$ cat config.mk
export PLATFORM = sky130hd
export DESIGN_NAME = rgb_cmd_arbiter
export DESIGN_NICKNAME = d
export VERILOG_FILES = /design/src/rtl/rgb_cmd_arbiter.sv
export SDC_FILE = /design/constraint.sdc
export NUM_CORES = 1
export LEC_CHECK = 0
export BUFFER_PORTS_ARGS = -buffer_cell sky130_fd_sc_hd__clkbuf_2
export CAP_MARGIN = 5
export CORE_UTILIZATION = 52
export CTS_BUF_LIST = sky130_fd_sc_hd__clkbuf_2
export DETAILED_ROUTE_END_ITERATION = 7
export GPL_ROUTABILITY_DRIVEN = 1
export PLACE_DENSITY = 0.81
export SETUP_SLACK_MARGIN = 0.2
export SKIP_LAST_GASP = 1
export SLEW_MARGIN = 30
export SYNTH_ARGS = -nofsm -noshare
export SYNTH_HDL_FRONTEND = slang
export SYNTH_SLANG_ARGS = --single-unit
$ cat constraint.sdc
create_clock -name Clock -period 2.2 [get_ports Clock]
set_input_delay 0.55 -clock Clock [delete_from_list [all_inputs] [get_ports Clock]]
set_output_delay 0.55 -clock Clock [all_outputs]
set_load 0.02 [all_outputs]
$ cat src/rtl/rgb_cmd_arbiter.sv
// rtl/rgb_cmd_arbiter.sv - two-requester round-robin command arbiter feeding the RGB LED state machine
// Optional feature macro: RGB_ARB_SHADOW_EN adds the active-low Shadow mirror of the LED state.
//
// Requester A (host/UART) and requester B (local pattern sequencer) each offer
// one command byte with a valid/ready handshake. Only 'R', 'G' and 'B' are
// forwarded; any other byte is consumed and flagged on Dropped. Each forwarded
// command is followed by GAP idle HOLD cycles so the LED machine can settle.

module rgb_cmd_arbiter #(
  parameter int GAP = 4
) (
  input  logic       Clock,
  input  logic       Reset,
  input  logic [7:0] ReqACmd,
  input  logic       ReqAValid,
  output logic       ReqAReady,
  input  logic [7:0] ReqBCmd,
  input  logic       ReqBValid,
  output logic       ReqBReady,
  output logic [7:0] Cmd,
  output logic       NewCmd,
  output logic       Busy,
`ifdef RGB_ARB_SHADOW_EN
  output logic [2:0] Shadow,
`endif
  output logic       Dropped
);

  localparam logic [7:0] CMD_R = 8'd82;
  localparam logic [7:0] CMD_G = 8'd71;
  localparam logic [7:0] CMD_B = 8'd66;

  // Hold length as the 8-bit value loaded into the counter.
  localparam logic [7:0] GAP_LOAD = GAP[7:0];

  typedef enum logic [1:0] {
    ST_IDLE,
    ST_ISSUE,
    ST_HOLD
  } state_t;

  state_t     state;
  logic       prefer_b;   // set when A won the last transfer, so B wins the next tie
  logic [7:0] hold_cnt;

  logic       grant_a;
  logic       grant_b;
  logic       xfer;
  logic [7:0] xfer_byte;
  logic       xfer_legal;

  function automatic logic is_legal(input logic [7:0] b);
    return (b == CMD_R) || (b == CMD_G) || (b == CMD_B);
  endfunction

  // Grant selection: only in IDLE and out of reset, single valid wins outright,
  // ties are broken by the round-robin pointer. At most one grant per cycle.
  always_comb begin
    grant_a = 1'b0;
    grant_b = 1'b0;
    if (state == ST_IDLE && !Reset) begin
      if (ReqAValid && (!ReqBValid || !prefer_b)) begin
        grant_a = 1'b1;
      end else if (ReqBValid) begin
        grant_b = 1'b1;
      end
    end
  end

  assign ReqAReady  = grant_a;
  assign ReqBReady  = grant_b;
  assign xfer       = grant_a | grant_b;
  assign xfer_byte  = grant_a ? ReqACmd : ReqBCmd;
  assign xfer_legal = is_legal(xfer_byte);

  assign Busy = (state != ST_IDLE);

  // Control FSM with registered Cmd/NewCmd/Dropped, round-robin pointer and hold counter.
  always_ff @(posedge Clock) begin
    if (Reset) begin
      state    <= ST_IDLE;
      prefer_b <= 1'b0;
      hold_cnt <= 8'd0;
      Cmd      <= 8'h00;
      NewCmd   <= 1'b0;
      Dropped  <= 1'b0;
    end else begin
      NewCmd  <= 1'b0;
      Dropped <= 1'b0;
      case (state)
        ST_IDLE: begin
          if (xfer) begin
            // Pointer moves on every transfer, including dropped bytes.
            prefer_b <= grant_a;
            if (xfer_legal) begin
              Cmd    <= xfer_byte;
              NewCmd <= 1'b1;
              state  <= ST_ISSUE;
            end else begin
              // Illegal byte is swallowed; stay in IDLE so the next byte can be taken immediately.
              Dropped <= 1'b1;
            end
          end
        end
        ST_ISSUE: begin
          if (GAP_LOAD == 8'd0) begin
            state <= ST_IDLE;
          end else begin
            hold_cnt <= GAP_LOAD;
            state    <= ST_HOLD;
          end
        end
        ST_HOLD: begin
          // Count down to 1 then leave; never let the counter wrap.
          if (hold_cnt <= 8'd1) begin
            hold_cnt <= 8'd0;
            state    <= ST_IDLE;
          end else begin
            hold_cnt <= hold_cnt - 8'd1;
          end
        end
        default: begin
          state <= ST_IDLE;
        end
      endcase
    end
  end

`ifdef RGB_ARB_SHADOW_EN
  // Active-low LED mirror: toggle the matching bit in the same edge that raises NewCmd.
  always_ff @(posedge Clock) begin
    if (Reset) begin
      Shadow <= 3'b111;
    end else if (state == ST_IDLE && xfer && xfer_legal) begin
      case (xfer_byte)
        CMD_R:   Shadow <= Shadow ^ 3'b100;
        CMD_G:   Shadow <= Shadow ^ 3'b010;
        default: Shadow <= Shadow ^ 3'b001;
      endcase
    end
  end
`endif

endmodule

======== Word level (Yosys, flattened, before mapping) ========
Index checks and enable logic that the tools add are counted.
Widths: inputs -> output; s select.
word-level totals
  word-level logic and storage cells ...... 48
  flip-flop bits (word level) ............. 21
cells by class
  equal/unequal tests ..................... 8
  order comparisons ....................... 1
  muxes and demuxes ....................... 14
  reductions and logical operators ........ 15
  bitwise gates (word level) .............. 3
  add/sub/neg operators ................... 1
operators with widths
  kind                 count
  $eq 8x7->1 const B   3
  $mux 8               2
  $pmux 8 s2           1
  $le 8x1->1 const B   1
  $sub 8x1->8 const B  1
  $mux 1               7
  $mux 2               3
  $ne 2x2->1 const B   3
  $pmux 2 s3           1
  $reduce_and 3->1     2
  $reduce_bool 2->1    2
  $logic_not 1->1      3
  $logic_or 1x1->1     3
  $reduce_or 3->1      1
  $eq 2x1->1 const B   1
  $eq 2x2->1 const B   1
  $logic_and 1x1->1    2
  $logic_not 2->1      1
  $not 1->1            2
  $reduce_and 2->1     1
  $or 1x1->1           1

======== Longest topological paths before layout ========
  depth after elaboration ................. 12
  depth in mapped cells ................... 8

======== Least setup slack after synthesis ========
Ideal clock, no wire load.
  path type ............................... register to output
  start ................................... register state[0]
  end ..................................... output ReqBReady
  arrival time ............................ 1.420 ns
  path buffers ............................ 0
  stages on the path, launching flop included .. 7
  setup slack ............................. 0.230 ns
  path through ............................ dfxtp_1 -> inv_1 -> ha_1 -> inv_1 -> nor2_1 -> nand2_1 -> a21oi_1
between the ends
  word-level cells in the longest chain between the ends .. 3
ends and longest elaborated chain
  what                      line  text
  start: declaration        42    state_t state;
  start signal: assignment  81    state <= ST_IDLE;
  start signal: assignment  98    state <= ST_ISSUE;
  start signal: assignment  107   state <= ST_IDLE;
  $logic_not 2->1           61    if (state == ST_IDLE && !Reset) begin
  $logic_and 1x1->1         61
  $mux 1                    61
  end: declaration          19    output logic ReqBReady,
Every way passes these cells.

======== Final worst setup path ========
  start ................................... register state[1]
  end ..................................... output ReqBReady
Same word-level chain as after synthesis.

==> results.ini <==
[cells_and_area]
drive_above_1_share=0.444
nNetsFinal=189
num_antenna_cells=0
final_common_cell=clkbuf_2
seqCellArea_sq_um=423
final_cell_mix=clkbuf_2, dfxtp_1, buf_4
area_growth_pct=32.9
multi_input_area_sq_um=671
n_fill_cell=157

[die]
initial_utilization=0.558
dieArea_sq_um=2290
die_w_microns=47.9
ios=33
row_count=16
fp.coreArea_sq_um=1960
die_y_microns=47.9

[clocking]
numCtsBuffers=3
ctsHoldBuffers=0
htreeDepth=1
clock-sinks=21
clkLatencyLatePin_ns=0.33
clockRootBuffer=clkbuf_2
cts_tree=built
clock_path_buffers=2
path_clk_slew_ns=0.19

[worst_setup_path]
cp-end-kind=output port
setup.worst_path.start_class=flop
crit_chain=inv_4, ha_4, inv_2, nor2_2, nand2_1, a21oi_2, buf_4
cp_max_fo=4
crit_family=flip-flops
crit_path_top_delay_cell=dfxtp_2
crit_required_ns=1.65
worstSetupPathType=flop to output port
max_stage_delay_ns=0.38
critPathArrivalTime_ns=1.42
critPathBufInv=3

[sta]
setup_violations=0
finClkSkew_ns=0.00228
tns_ns=0
final_max_slew_viol_count=0
finalWorstSetupSlack_ns=0.227
fin_crit_sh=0.897
fin_crit_ns=1.97
finalHoldViolCount=0
tightest_slew_ns=0.557
slew_headroom=0.625
clock.fmax_mhz=507
hold_slack_ns=0.487
rsz0062_at_grt=true

[global_route]
grt_pass1_vias=888
grt_pass1_wl_microns=3920
grt_max_degree=17
antenna_found_initial=0
overflow=0
grt.total_usage=0.252

[placed_design]
post-place-ws_ns=0.138
io_buffers=32
dp_hpwl_microns=1870
place_congestion=0.784

[routing]
num_vias=1035
drt-initial-drc-count=14
routed_via_density=5.48
antenna_left=0
drtPass1Iterations=4
drc=0
wire_per_inst_microns=14.7
wl_microns=2770

[yosys]
yosys.area_share.simple=0.218
avgSynthCellArea_sq_um=9.52
syn_inst=115
synth.distinct_cells=38
synth_mux_area_frac=0.0411
yosys_warnings=0
post_synth_instance_area_sq_um=1090
synth-seq-area-share=0.384
synth-xor-area-share=0.0480
synth_compound_area_frac=0.199
synth_area_leaders=dfxtp_1, ha_1, nor2_1
syn-num-nets=141
synth_top_family_by_area=simple AND/OR/NAND/NOR gates
ys_ff_latch=21
async_flop_share=0
yosys.area.top_type=dfxtp_1
ys.flop_type=dfxtp_1
synthAdderAreaFrac=0.0686
yosysTopAreaCellShare=0.384
synth_edf_count=0

[power_and_ir_drop]
switching_share=0.389
peakVddDrop_mv=1.10
p_sw_mw=0.542
p_clk_frac=0.119
seqPwrFrac=0.386
pwr-share-comb=0.495
p_int_mw=0.850
p_leak_nw=0.639
pwr_density_cell_nw_per_um2=956

[job]
cap_violations=0

[run_status]
status=finished, final reports clean

[worst_hold_path]
min_path_type=flop to flop

## sequential cells by signal, summed over array words and instances, names as in the netlist
signal and cells:
state 2, Dropped 1, hold_cnt 8, Cmd 8, prefer_b 1, NewCmd 1
## routing by layer
metal / global-route usage / vias to the layer above / wire, microns
li1: - / 505 / -
met1: 0.312 / 484 / 1170
met2: 0.411 / 37 / 1410
met3: 0.0566 / 9 / 130
met4: 0.128 / 0 / 58
met5: 0 / - / 0
## cell type report
class,count,area share
clock buffers,4,0.0138
multi-input cells,84,0.461
repair buffers,45,0.186
well taps,27,0.0232
inverters,8,0.0258
flip-flops and latches,21,0.291
## kinds of logic after synthesis
logic type / Yosys count
AOI/OAI and AO/OA: 27
xor gates and xnor gates: 6
adders and majority gates: 6
buffers and inverters: 10
DFF: 21
muxes: 4
and+or+nand+nor: 41
## synthesized netlist by cell type (all sizes together) (3+ instances only)
cell type,count
nand2b,3
nor3b,3
a21oi,6
dfxtp,21
nand2,5
nor4b,4
o211ai,5
nand3b,3
xnor2,5
inv,8
mux2i,3
nor2,15
ha,6
o21ai,4
## per-stage QoR
stage	util	total power, mW	area [sq um]	cells
finish	0.742	1.39	1460	189
floorplan	-	0.967	1090	115
global placement	0.661	1.08	1300	175
CTS	0.728	1.36	1430	188
detailed placement	0.661	1.11	1300	175
global route	0.742	1.47	1460	189
## power by group through the flow
stage	logic [mW]	registers [mW]	clock network [mW]
floorplan	0.435	0.533	0
global placement	0.539	0.538	0
detailed placement	0.568	0.540	0
CTS	0.661	0.537	0.164
global route	0.747	0.549	0.178
finish	0.688	0.538	0.165
## what timing repair did
action                                  in CTS  in global routing
endpoints found under the setup margin       5                  4
resized for setup                           15                  7
endpoints found under the hold margin        0                  0
buffers inserted                             9                  1
pin swaps                                    3                  1
## worst paths after layout
kind / from / to / slack, ns / depth (start not counted)
worst min-delay path: Cmd[5]$_SDFFE_PP0P_ / Cmd[5]$_SDFFE_PP0P_ / 0.49 / 1
worst max-delay path: state[1]$_SDFFE_PP0P_ / ReqBReady / 0.23 / 7
worst min register to register: Cmd[5]$_SDFFE_PP0P_ / Cmd[5]$_SDFFE_PP0P_ / 0.49 / 1
worst max register to register: state[1]$_SDFFE_PP0P_ / Dropped$_SDFF_PP0_ / 0.28 / 13
Power figures use the tool's default switching activity.
